`src/rtl/line_arb_pkg.sv`:
```
// Shared definitions for the N-channel cacheline arbiter.
//   arb_state_e : top-level FSM encoding (IDLE -> BUSY -> DONE -> IDLE)
//   DEF_LINE_W  : default cacheline width in bits
//   DEF_ADDR_W  : default line address width in bits
//   ch_id_w()   : width of a channel id, never less than 1 bit
package line_arb_pkg;

  typedef enum logic [1:0] {
    IDLE = 2'd0,
    BUSY = 2'd1,
    DONE = 2'd2
  } arb_state_e;

  localparam int DEF_LINE_W = 256;
  localparam int DEF_ADDR_W = 32;

  function automatic int ch_id_w(input int num_ch);
    return (num_ch <= 1) ? 1 : $clog2(num_ch);
  endfunction

endpackage

```
`src/rtl/line_arbiter_n_picker.sv`:
```
// arb_picker: combinational grant selection for line_arbiter_n.
//   req   in  NUM_CH  per-channel request (read | write)
//   ptr   in  ID_W    rotating-priority start channel (ignored for fixed priority)
//   valid out 1       at least one request present
//   grant out ID_W    selected channel id
// Macro ARB_ROUND_ROBIN_EN: search starts at ptr and wraps; otherwise the
// lowest channel index wins.
module arb_picker
  import line_arb_pkg::*;
#(
  parameter int NUM_CH = 2,
  parameter int ID_W   = ch_id_w(NUM_CH)
) (
  input  logic [NUM_CH-1:0] req,
  input  logic [ID_W-1:0]   ptr,
  output logic              valid,
  output logic [ID_W-1:0]   grant
);

  assign valid = |req;

  generate
    if (NUM_CH == 1) begin : g_single
      logic unused_ptr;
      assign unused_ptr = ^ptr;
      assign grant      = '0;
    end else begin : g_multi
`ifdef ARB_ROUND_ROBIN_EN
      // Rotate so that bit 0 is channel ptr, pick the lowest set bit, then
      // add ptr back (mod NUM_CH) to recover the absolute channel id.
      logic [NUM_CH-1:0] rot;
      logic [ID_W-1:0]   off;
      logic [ID_W:0]     sum;
      always_comb begin
        rot = NUM_CH'({req, req} >> ptr);
        off = '0;
        for (int i = NUM_CH - 1; i >= 0; i--) begin
          if (rot[i]) off = ID_W'(i);
        end
        sum = {1'b0, ptr} + {1'b0, off};
        if (sum >= (ID_W + 1)'(NUM_CH)) sum = sum - (ID_W + 1)'(NUM_CH);
        grant = sum[ID_W-1:0];
      end
`else
      logic unused_ptr;
      assign unused_ptr = ^ptr;
      always_comb begin
        grant = '0;
        for (int i = NUM_CH - 1; i >= 0; i--) begin
          if (req[i]) grant = ID_W'(i);
        end
      end
`endif
    end
  endgenerate

endmodule

```
`src/rtl/line_arbiter_n.sv`:
```
// line_arbiter_n: multiplexes NUM_CH L1-side line requesters onto one
// downstream line port. One transaction in flight; request captured in IDLE,
// downstream op held in BUSY until pmem_resp, one-cycle ch_resp in DONE.
//   clk, rst                    clock, synchronous active-high reset
//   ch_read/ch_write[NUM_CH]    per-channel level requests (write wins if both)
//   ch_address/ch_wdata         per-channel packed address / write line
//   ch_resp[NUM_CH]             one-hot completion pulse
//   ch_rdata                    registered read line, valid with ch_resp
//   pmem_read/pmem_write        downstream op, level until pmem_resp
//   pmem_address/pmem_wdata     registered downstream address / write line
//   pmem_rdata/pmem_resp        downstream read line and completion
// Macro ARB_ROUND_ROBIN_EN selects rotating priority (default: fixed, ch0 first).
module line_arbiter_n
  import line_arb_pkg::*;
#(
  parameter int NUM_CH = 2,
  parameter int LINE_W = DEF_LINE_W,
  parameter int ADDR_W = DEF_ADDR_W
) (
  input  logic                     clk,
  input  logic                     rst,
  input  logic [NUM_CH-1:0]        ch_read,
  input  logic [NUM_CH-1:0]        ch_write,
  input  logic [NUM_CH*ADDR_W-1:0] ch_address,
  input  logic [NUM_CH*LINE_W-1:0] ch_wdata,
  output logic [NUM_CH-1:0]        ch_resp,
  output logic [LINE_W-1:0]        ch_rdata,
  output logic                     pmem_read,
  output logic                     pmem_write,
  output logic [ADDR_W-1:0]        pmem_address,
  output logic [LINE_W-1:0]        pmem_wdata,
  input  logic [LINE_W-1:0]        pmem_rdata,
  input  logic                     pmem_resp
);

  localparam int ID_W = ch_id_w(NUM_CH);

  arb_state_e        state_q, state_d;
  logic [ID_W-1:0]   gnt_q, gnt_d;
  logic              wr_q, wr_d;
  logic [ADDR_W-1:0] addr_q, addr_d;
  logic [LINE_W-1:0] wdata_q, wdata_d;
  logic [LINE_W-1:0] rdata_q, rdata_d;
  logic [ID_W-1:0]   ptr;

  logic [NUM_CH-1:0] req;
  logic              pick_vld;
  logic [ID_W-1:0]   pick_id;
  logic [ADDR_W-1:0] addr_arr  [NUM_CH];
  logic [LINE_W-1:0] wdata_arr [NUM_CH];

  assign req = ch_read | ch_write;

  for (genvar i = 0; i < NUM_CH; i++) begin : g_ch
    assign addr_arr[i]  = ch_address[i*ADDR_W +: ADDR_W];
    assign wdata_arr[i] = ch_wdata[i*LINE_W +: LINE_W];
    assign ch_resp[i]   = (state_q == DONE) && (gnt_q == ID_W'(i));
  end

  arb_picker #(
    .NUM_CH (NUM_CH),
    .ID_W   (ID_W)
  ) u_picker (
    .req   (req),
    .ptr   (ptr),
    .valid (pick_vld),
    .grant (pick_id)
  );

`ifdef ARB_ROUND_ROBIN_EN
  logic [ID_W-1:0] ptr_q, ptr_d;

  // Pointer advances past the winner only when a grant is actually taken.
  always_comb begin
    ptr_d = ptr_q;
    if (state_q == IDLE && pick_vld) begin
      ptr_d = (pick_id == ID_W'(NUM_CH - 1)) ? '0 : pick_id + 1'b1;
    end
  end

  always_ff @(posedge clk) begin
    if (rst) ptr_q <= '0;
    else     ptr_q <= ptr_d;
  end

  assign ptr = ptr_q;
`else
  assign ptr = '0;
`endif

  always_comb begin
    state_d = state_q;
    gnt_d   = gnt_q;
    wr_d    = wr_q;
    addr_d  = addr_q;
    wdata_d = wdata_q;
    rdata_d = rdata_q;
    case (state_q)
      IDLE: begin
        if (pick_vld) begin
          gnt_d   = pick_id;
          wr_d    = ch_write[pick_id];  // write wins over a simultaneous read
          addr_d  = addr_arr[pick_id];
          wdata_d = wdata_arr[pick_id];
          state_d = BUSY;
        end
      end
      BUSY: begin
        if (pmem_resp) begin
          rdata_d = pmem_rdata;         // captured for writes too
          state_d = DONE;
        end
      end
      DONE:    state_d = IDLE;          // no grant here: requester still dropping
      default: state_d = IDLE;
    endcase
  end

  always_ff @(posedge clk) begin
    if (rst) begin
      state_q <= IDLE;
      gnt_q   <= '0;
      wr_q    <= 1'b0;
      addr_q  <= '0;
      wdata_q <= '0;
      rdata_q <= '0;
    end else begin
      state_q <= state_d;
      gnt_q   <= gnt_d;
      wr_q    <= wr_d;
      addr_q  <= addr_d;
      wdata_q <= wdata_d;
      rdata_q <= rdata_d;
    end
  end

  assign pmem_read    = (state_q == BUSY) && !wr_q;
  assign pmem_write   = (state_q == BUSY) &&  wr_q;
  assign pmem_address = addr_q;
  assign pmem_wdata   = wdata_q;
  assign ch_rdata     = rdata_q;

endmodule

```
`config.mk`:
```
export PLATFORM = sky130hd
export DESIGN_NAME = line_arbiter_n
export DESIGN_NICKNAME = d
export VERILOG_FILES = /design/src/rtl/line_arb_pkg.sv /design/src/rtl/line_arbiter_n_picker.sv /design/src/rtl/line_arbiter_n.sv
export SDC_FILE = /design/constraint.sdc
export NUM_CORES = 1
export LEC_CHECK = 0
export ABC_CLOCK_PERIOD_IN_PS = 1600
export CAP_MARGIN = 5
export CORE_AREA = 5 5 543 545
export CTS_CLUSTER_DIAMETER = 60
export DETAILED_ROUTE_END_ITERATION = 6
export DIE_AREA = 0 0 548 550
export GPL_ROUTABILITY_DRIVEN = 0
export SYNTH_ARGS = -nofsm -noshare
export SYNTH_HDL_FRONTEND = slang
export SYNTH_SLANG_ARGS = --single-unit
```
`constraint.sdc`:
```
create_clock -name clk -period 1.6 [get_ports clk]
set_input_delay 0.24 -clock clk [delete_from_list [all_inputs] [get_ports clk]]
set_output_delay 0.24 -clock clk [all_outputs]
set_load 0.01 [all_outputs]
```
Word-level counts from Yosys, hierarchy flattened

Cells that the tools add are included.

Eq/ne operators: 4
Mux-type cells: 13
Reduce and logical (&&, ||, !) cells: 10
Magnitude comparators: 2
Bitwise logic cells: 3

Operators by type and width:

| operator                                                              | number |
|---|---|
| 256-bit 2-to-1 mux                                                    | 3 |
| 32-bit 2-to-1 mux                                                     | 3 |
| 2-bit AND reduction                                                   | 3 |
| 1-bit logical AND                                                     | 4 |
| 1-bit 2-to-1 mux                                                      | 4 |
| 2-bit 2-to-1 mux                                                      | 2 |
| 2-bit != test, second input constant                                  | 2 |
| 2-bit one-hot mux with 2 select lines                                 | 1 |
| 2-bit by 1-bit equality test with 1-bit output, second input constant | 1 |
| 2-bit equality test, second input constant                            | 1 |
| 2-bit >= comparator, second input constant                            | 1 |
| 2-bit zero test                                                       | 1 |
| 1-bit by 2-bit < comparator with 1-bit output, second input constant  | 1 |
| 1-bit inverter with 2-bit output                                      | 1 |
| 2-bit OR                                                              | 1 |
| 2-bit OR reduction                                                    | 1 |
| 1-bit zero test                                                       | 1 |
| 1-bit inverter                                                        | 1 |

Output and inout bits: 548
Flip-flop bits (word level): 548
Input port bits: 839
Word-level logic and storage cells: 38

Longest topological paths before layout

Gate-level depths: netlist of run 1.

Depth in word-level cells: 7
Depth in mapped cells: 7
Gate-level depth less buffers: 3

Hierarchy

A second synthesis of run 1 with hierarchy kept.

Cells, all modules: 2415
Area total of the unflattened synthesis: 24537.3 sq um

Modules (own cells, without submodules):

| module         | cells each | sequential area each (sq um) | area an instance (sq um) | instances |
|---|---|---|---|---|
| line_arbiter_n | 2413       | 10970.5                      | 24524.8                  | 1 |
| arb_picker     | 2          | 0.0                          | 12.5                     | 1 |

Least setup slack after synthesis of run 1

Ideal clock, no wire load.

Path kind: input to register
Start: input ch_read[0]
End: register wdata_q[113] (netlist: pmem_wdata[113])
Slack: -9 ps
Cell stages on the path: 7
Arrival: 1457 ps
Buffers on the path: 4
Required time: 1448 ps
Setup time: 152 ps
Cells stage by stage: buf_2 -> or2_2 -> buf_4 -> buf_2 -> clkbuf_1 -> o31ai_1 -> a221oi_2

Longest elaborated chain between the ends: 6
Elaborated cells between the ends (all ways): 8
Those cells by class: 4 x mux; 2 x bitwise; 2 x reduce/logical

RTL lines:

| element                                                | line                        | text |
|---|---|---|
| start: declaration                                     | line_arbiter_n.sv:22        | `input logic [NUM_CH-1:0] ch_read,` |
| 2-bit OR *                                             | line_arbiter_n.sv:52        | `assign req = ch_read \| ch_write;` |
| 1-bit 2-to-1 mux                                       | line_arbiter_n_picker.sv:50 | `if (req[i]) grant = ID_W'(i);` |
| 1-bit inverter with 2-bit output (implied by the code) | line_arbiter_n.sv:104       | `wdata_d = wdata_arr[pick_id];` |
| 256-bit 2-to-1 mux (implied by the code) (3 in series) | line_arbiter_n.sv:104       |  |
| end signal: assignment                                 | line_arbiter_n.sv:132       | `wdata_q <= wdata_d;` |
| end: declaration                                       | line_arbiter_n.sv:42        | `logic [LINE_W-1:0] wdata_q, wdata_d;` |

Mark *: on every way between the ends. The rest lies on a longest branch, timed or not. The select of a mux whose other input is x is not followed.
A chain may end at the register's enable or synchronous reset.

Worst setup path in the final report of run 1

Start: register state_q[1]
End: output ch_resp[0]

Longest elaborated chain between the ends: 2

RTL lines:

| element                  | line                  | text |
|---|---|---|
| start: declaration       | line_arbiter_n.sv:38  | `arb_state_e state_q, state_d;` |
| start signal: assignment | line_arbiter_n.sv:128 | `state_q <= state_d;` |
| 2-bit equality test      | line_arbiter_n.sv:57  | `assign ch_resp[i] = (state_q == DONE) && (gnt_q == ID_W'(i));` |
| 1-bit logical AND        | line_arbiter_n.sv:57  |  |
| end: declaration         | line_arbiter_n.sv:26  | `output logic [NUM_CH-1:0] ch_resp,` |

No other way between the ends.

==> results of run 1 <==
-- state kept, by name, summed over array words and instances, names as in the netlist --
| signal | cells |
|---|---|
| ch_rdata | 256 |
| gnt_q | 1 |
| pmem_address | 32 |
| pmem_wdata | 256 |
| state_q | 2 |
| wr_q | 1 |
-- layout make-up --
cell class / count / area (um2)
fill: 32200 / 236000
sequential: 548 / 11300
clock inverter: 39 / 552
clock buffer: 106 / 2310
timing repair buffer: 1992 / 20600
inverter: 285 / 1070
multi-input combinational: 1658 / 12700
tap: 3800 / 4750
antenna: 93 / 233
-- Yosys cell counts --
cell type,number
nor2_4,1
a311oi_1,4
buf_1,11
nand2_8,1
clkbuf_1,204
a221oi_1,177
buf_12,2
or3b_2,1
o21bai_1,284
buf_2,64
o31ai_1,284
o21ai_0,4
a211oi_1,2
a21oi_1,264
or2_1,1
nand3_1,4
nor3b_1,2
dfxtp_1,548
buf_4,7
or2_2,1
buf_6,22
and2_1,1
inv_1,285
or4_1,1
nand2_1,512
nand3b_1,1
a221oi_2,107
nor2_1,3
and3b_1,3
-- worst paths after layout --
kind	startpoint	to	slack [ns]	cells after the start
setup / recovery	state_q[1]	ch_resp[0]	-0.30	3
hold / removal	pmem_rdata[67]	ch_rdata[67]	0.07	3
setup reg to reg	state_q[1]	pmem_wdata[67]	-0.17	8
hold reg to reg	ch_rdata[206]	ch_rdata[206]	0.45	2
-- routing by layer --
| metal | share of wire (%) | vias to the layer above | wire length, um |
|---|---|---|---|
| met5 | 0.67 | - | 1850 |
| li1 | - | 13700 | - |
| met3 | 14 | 636 | 40200 |
| met2 | 42 | 1838 | 116000 |
| met4 | 3.9 | 284 | 10700 |
| met1 | 39 | 14600 | 108000 |
-- worst max-delay path, stage by stage, from the launching register on --
cell,delay (ns)
dfxtp_4,0.39
buf_6,0.11
nor3b_4,0.23
buf_12,0.16
-- per-stage QoR --
step | instances | power, mW | cell area, um2
floorplan | 2801 | 20.0 | 24400
global placement | 7986 | 29.3 | 44800
detailed placement | 7986 | 29.3 | 44800
CTS | 8375 | 51.0 | 50600
global route | 8488 | 53.5 | 53300
finish | 8521 | 51.5 | 53400
-- where the power goes --
part	internal (mW)	leakage, nW	switching [mW]
sequential	14.9	4.59	0.877
clock	11.9	1.39	7.78
combinational	7.71	14.3	8.31
total	34.5	20.3	17.0
-- cells by family after synthesis --
logic type | synth area share, %
AO/OA/AOI/OAI | 36.1
buffers and inverters | 10.4
flip-flops | 45.0
AND/OR/NAND/NOR | 8.48
-- repair_timing --
item	in CTS	in global routing
hold buffers	199	0
gates resized for setup	2221	349
pin swaps	16	330
setup endpoints to repair	873	622
gates cloned	19	39
setup buffers	26	27
endpoints found under the hold margin	218	0
==> results.toml, run 1 <==
[clocking]
cts_tree = "done"
clk_latency_ns = 0.81
cts_buffers = 85
clockRootBuffer = "clkbuf_16"
cts.sinks = 548
clk_path_buf_depth = 4
path_clk_slew_ns = 0.06
htree_levels = 3

[placed_design]
post-place-ws_ns = -0.973
hpwl_mm = 233
io_buffers = 1386

[synthesis]
synth_seq_area_share_pct = 45.0
synthTopCellsByArea = "dfxtp_1 45%, o21bai_1 8.7%, o31ai_1 8.7%"
synth_warnings = 0
synth.distinct_cells = 29
netlist.area_leader.share_pct = 45.0
synth_area_um2 = 24400
yosys.area.top_type = "dfxtp_1"
syn_inst = 2801
syn_area_per_cell_um2 = 8.71
ys_ff_latch = 548
syn-num-nets = 3640

[min_path]
min_path_type = "primary input to register"

[timing]
setup-tns-final_ns = -31.01
relSlewSlack_pct = 42.2
hold_slack_ns = 0.0707
fin_crit_sh_pct = 119
skew_ns = 0.0470
hold_violations = 0
setup_viol = 376
drv_slew = 0
worst_pin_slew_ns = 0.860
finalCriticalPeriod_ns = 1.90
grt_setup_unrepaired = "true"
fmax_mhz = 527
postLayoutSetupSlackWorst_ns = -0.299

[global_routing]
track_usage_pct = 17.0
grt_pass1_wl_mm = 332
grtUsageMet2_pct = 25.4
antenna_found_initial = 337
busiest_layer = "met2"
grt_max_degree = 124
grt_use_met3_pct = 11.5
grt_overflow = 0
first_global_vias = 29200
grt_use_met1_pct = 19.4

[critical_path]
worstPathMaxFanout = 4
crit_arrival_ns = 1.66
timing_worst_setup_path_type = "register to primary output"
crit_required_ns = 1.36
cp-start-kind = "register"
end_kind = "primary output"

[flow_run]
maxCapViolCount = 0

[layout]
fin_util_pct = 18.4
final_cell_mix = "835 x clkdlybuf4s50_1, 466 x nand2_1, 373 x buf_4"
areaGrowthSynthToFinish_pct = 119
fin_nets = 5409
final_layout_size_suffix_gt1_share_pct = 36.6
final_common_cell = "clkdlybuf4s50_1"

[detailed_routing]
wl_per_cell_um = 32.6
vias = 31100
avgViaCountPerCell = 3.64
drtAntennaViolNets = 0
drc = 0
first_pass_iters = 6
drtIter0Drc = 2302
routed_wl_mm = 277

[power_and_ir_drop]
p_leak_nw = 20.3
peakVddDrop_uv = 755
cellPowerDensity_nw_per_um2 = 964

[die]
start_util_pct = 8.42
chipHeight_um = 550
dieArea_um2 = 301000
core_area_um2 = 290000
core.rowCount = 198
die_x_um = 548
io_pins = 1387

[run_status]
status = "finished, violations left"
failed_checks = "setup timing"
No activity file was read; power rests on OpenSTA's default activity.
==> inputs of run 2 (changes only) <==
--- a/config.mk
+++ b/config.mk
@@ -13,4 +13,5 @@
 export DIE_AREA = 0 0 548 550
 export GPL_ROUTABILITY_DRIVEN = 0
+export SLEW_MARGIN = 25
 export SYNTH_ARGS = -nofsm -noshare
 export SYNTH_HDL_FRONTEND = slang
==> constraint.sdc (replaced) <==
create_clock -name clk -period 1.6 [get_ports clk]
set_input_delay 0.24 -clock clk [delete_from_list [all_inputs] [get_ports clk]]
set_output_delay 0.24 -clock clk [all_outputs]
set_load 0.005 [all_outputs]
==> results.toml, run 2 (synthesis results as in run 1) <==
[run_status]
status = "finished, violations left"
failed_checks = "setup timing"

[global_routing]
grt_overflow = 0
first_global_vias = 29600
antenna_found_initial = 328
track_usage_pct = 16.9
grt_max_degree = 125
grt_pass1_wl_mm = 331

[timing]
hold_violations = 0
fmax_mhz = 523
hold_slack_ns = 0.0893
setup_viol = 388
postLayoutSetupSlackWorst_ns = -0.313
finalCriticalPeriod_ns = 1.91
setup-tns-final_ns = -42.89
grt_setup_unrepaired = "true"
skew_ns = 0.0597
relSlewSlack_pct = 52.8
drv_slew = 0
worst_pin_slew_ns = 0.706
fin_crit_sh_pct = 120

[flow_run]
maxCapViolCount = 0

[clocking]
cts_buffers = 90
cts.sinks = 548
clockRootBuffer = "clkbuf_16"
clk_path_buf_depth = 4
path_clk_slew_ns = 0.06
cts_tree = "done"
htree_levels = 3
clk_latency_ns = 0.79

[power_and_ir_drop]
peakVddDrop_uv = 731
cellPowerDensity_nw_per_um2 = 955
finalPower_mw = 50.8
p_leak_nw = 20.1

[critical_path]
worstPathMaxFanout = 5
end_kind = "primary output"
crit_path_top_delay_cell = "dfxtp_4"
crit_arrival_ns = 1.67
cp-start-kind = "register"
timing_worst_setup_path_type = "register to primary output"
critPathMaxStageDelay_ns = 0.37
rrSetupSlack_ns = -0.26
crit_chain = "buf_6 -> and3b_2 -> buf_12"
crit_required_ns = 1.36

[placed_design]
post-place-ws_ns = -0.914
dp.cells = 8005
io_buffers = 1386
place_area_um2 = 44800
hpwl_mm = 233

[detailed_routing]
drc = 0
wl_per_cell_um = 31.9
drtIter0Drc = 2245
routed_wl_mm = 274
vias = 31100
avgViaCountPerCell = 3.62
drtAntennaViolNets = 0
first_pass_iters = 5

[layout]
fin_util_pct = 18.3
final_common_cell = "clkdlybuf4s50_1"
fin_area_um2 = 53100
final_cell_mix = "835 x clkdlybuf4s50_1, 504 x nand2_1, 397 x buf_4"
fin_nets = 5453
areaGrowthSynthToFinish_pct = 118
seqCellArea_um2 = 11400
fillerInstances = 32200
multi_input_area_um2 = 12200
final_layout_size_suffix_gt1_share_pct = 38.1
final_cells = 8582

[die]
start_util_pct = 8.42
core_area_um2 = 290000
die_x_um = 548
io_pins = 1387
chipHeight_um = 550
dieArea_um2 = 301000
core.rowCount = 198

[min_path]
min_path_type = "primary input to register"
-- run 2: changes by cell type in the layout (fill, tap and decap cells not counted), moves of 11 or more --
cell | before | now
a21oi_1 | 206 | 252
a21oi_2 | 58 | 12
a221oi_2 | 275 | 264
buf_12 | 117 | 102
buf_4 | 373 | 397
buf_6 | 160 | 184
dfxtp_1 | 354 | 186
dfxtp_2 | 177 | 356
dfxtp_4 | 17 | 6
dlygate4sd3_1 | 199 | 235
nand2_1 | 466 | 504
nand2_4 | 32 | 0
-- run 2: path summary, 6_finish.rpt --
path,start,cells past startpoint,to
setup / recovery,state_q[0],3,ch_resp[1]
hold / removal,pmem_rdata[127],3,ch_rdata[127]
setup reg to reg,state_q[1],8,pmem_wdata[161]
hold reg to reg,ch_rdata[214],2,ch_rdata[214]
-- run 2: final cells by class --
type	count	area share, %
clock inverter	46	0.885
multi-input combinational	1659	23.0
sequential	548	21.5
antenna	99	0.466
timing repair buffer	2030	38.5
inverter	285	2.01
tap	3800	8.95
clock buffer	115	4.66
-- run 2: routing by layer --
metal	share of wire, %	track usage, %	vias to the layer above	wire (um)
met2	41	25.4	1844	113000
met1	39	19.5	14500	108000
met4	4.1	5.31	272	11200
met5	0.64	0	-	1760
li1	-	-	13800	-
met3	14	11.0	657	39500
-- run 2: critical path, delay by kind of cell, from the launching register on --
family	cells	cell delay, ns
buf+inv	2	0.24
simple gates	1	0.25
flops	1	0.37
-- run 2: timing repair --
item | CTS | global route
pin swaps | 2 | 105
resized for setup | 2550 | 189
gates cloned | 11 | 25
setup buffers | 32 | 15
hold buffers | 235 | 0
endpoints found under the hold margin | 257 | 0
endpoints found under the setup margin | 901 | 610
-- run 2: where the power goes --
group	leakage, nW	internal (mW)	switching, mW	total [mW]
clock network	1.44	11.6	8.26	19.9
logic	14.0	7.37	7.67	15.0
registers	4.66	15.0	0.834	15.8
total	20.1	34.0	16.8	50.8
==> inputs of run 3 (changes only) <==
Settings changed: GPL_TIMING_DRIVEN set to 0.
==> results.toml, run 3 (synthesis results as in run 1) <==
[critical_path]
reg2reg_from = "state_q[1]"
timing_worst_setup_path_type = "register to primary output"
rrSetupSlack_ns = -0.28
crit_required_ns = 1.36
end_kind = "primary output"
path_delay_family = "flip-flops"
crit_chain = "buf_12 -> and3b_1 -> buf_6"
crit_arrival_ns = 1.68
crit_path_top_delay_cell = "dfxtp_4"
worstPathMaxFanout = 6
critPathMaxStageDelay_ns = 0.36
ff2ff_path_depth = 10
r2r-end = "pmem_wdata[239]"
cp-start-kind = "register"
critPathBufInv = 2

[clocking]
clk_path_buf_depth = 4
clockRootBuffer = "clkbuf_16"
htree_levels = 3
cts_buffers = 83
path_clk_slew_ns = 0.06
clk_latency_ns = 0.80
cts.sinks = 548
cts_tree = "done"

[global_routing]
track_usage_pct = 18.2
grt_max_degree = 15
grt_pass1_wl_mm = 352
antenna_found_initial = 282
grt_overflow = 0
first_global_vias = 30200

[detailed_routing]
vias = 31700
drc = 0
wl_per_cell_um = 34.3
routed_wl_mm = 290
first_pass_iters = 6
drtAntennaViolNets = 0
drtIter0Drc = 2857
avgViaCountPerCell = 3.75

[run_status]
failed_checks = "setup timing"
status = "finished, violations left"

[min_path]
min-delay-start = "pmem_rdata[235]"
min_path_type = "primary input to register"
hold_end = "ch_rdata[235]"
hold-path-cell-count = 3

[timing]
worst_pin_slew_ns = 1.06
skew_ns = 0.0415
postLayoutSetupSlackWorst_ns = -0.322
setup_viol = 269
hold_violations = 0
finalCriticalPeriod_ns = 1.92
relSlewSlack_pct = 29.3
hold_slack_ns = 0.0615
grt_setup_unrepaired = "true"
drv_slew = 0
fin_crit_sh_pct = 120
fmax_mhz = 520

[layout]
final_layout_size_suffix_gt1_share_pct = 37.7
final_common_cell = "clkdlybuf4s50_1"
seqCellArea_um2 = 11500
multi_input_area_um2 = 12900
fin_nets = 5364
areaGrowthSynthToFinish_pct = 110
fillerInstances = 32400
final_cell_mix = "835 x clkdlybuf4s50_1, 504 x nand2_1, 350 x dfxtp_2"

[power_and_ir_drop]
finalPower_mw = 49.9
cellPowerDensity_nw_per_um2 = 973
p_leak_nw = 19.1
peakVddDrop_uv = 745

[die]
chipHeight_um = 550
start_util_pct = 8.42
dieArea_um2 = 301000
io_pins = 1387
die_x_um = 548
core.rowCount = 198
core_area_um2 = 290000

[placed_design]
io_buffers = 1383
hpwl_mm = 254

[flow_run]
maxCapViolCount = 0
[run 3: worst max-delay path by stage]
| stage | startpoint | to | slack, ns | cells past startpoint |
|---|---|---|---|---|
| after detailed placement | ch_read[0] | pmem_wdata[187] | -1.65 | 7 |
| final | state_q[0] | ch_resp[1] | -0.32 | 3 |
| after CTS | state_q[0] | pmem_read | -0.42 | 3 |
| after global routing | wr_q | pmem_read | -0.39 | 2 |
| after floorplan | ch_write[0] | pmem_wdata[153] | -0.005 | 7 |
| after global placement | ch_write[1] | pmem_wdata[211] | -3.14 | 6 |
[run 3: what timing repair did]
action	4_1_cts	5_1_grt
hold endpoints to repair	166	0
pin swaps	245	50
endpoints found under the setup margin	1096	482
gates cloned	30	3
resized for setup	3617	220
setup buffers	54	26
hold buffers	170	0
[run 3: cell type report]
type                    instances  share of cell area, %
diodes                         63                  0.307
plain buffers                 296                   4.03
clock buffers                 101                   4.48
clock inverters                46                   1.05
inverters                     285                   2.09
multi-input cells            1658                   25.2
flip-flops and latches        548                   22.4
well taps                    3800                   9.27
repair buffers               1653                   31.2
[run 3: per-stage QoR]
stage               setup WS (ns)  setup TNS [ns]  cell area [um2]  instances  utilization, %
floorplan                -0.00456          -0.204            24400       2801               -
global placement            -3.14        -1162.09            43000       7984            14.9
detailed placement          -1.65         -575.11            43300       7989            14.9
CTS                        -0.423          -58.74            50600       8387            17.5
global route               -0.393          -69.83            51200       8417            17.7
finish                     -0.322          -48.13            51300       8450            17.7
[run 3: layer usage]
metal	global-route usage, %	vias to the layer above	wire length, um
met1	21.1	15100	111000
met2	28.0	2144	122000
met5	0.688	-	1520
met4	5.25	186	11100
li1	-	13600	-
met3	11.1	673	44000
[run 3: worst register-to-register path: stages, from the launching register on]
cell      delay, ns
dfxtp_4        0.39
buf_6          0.14
nor2_4         0.16
buf_12         0.13
nand2_8        0.09
buf_4          0.16
buf_6          0.10
buf_6          0.10
buf_8          0.13
buf_16         0.14
a221oi_2       0.24
[run 3: report_power, final]
group / leakage (nW) / internal [mW] / switching, mW / total [mW]
registers: 4.66 / 15.0 / 0.883 / 15.9
clock network: 1.40 / 11.4 / 7.85 / 19.2
logic: 13.0 / 6.80 / 7.97 / 14.8
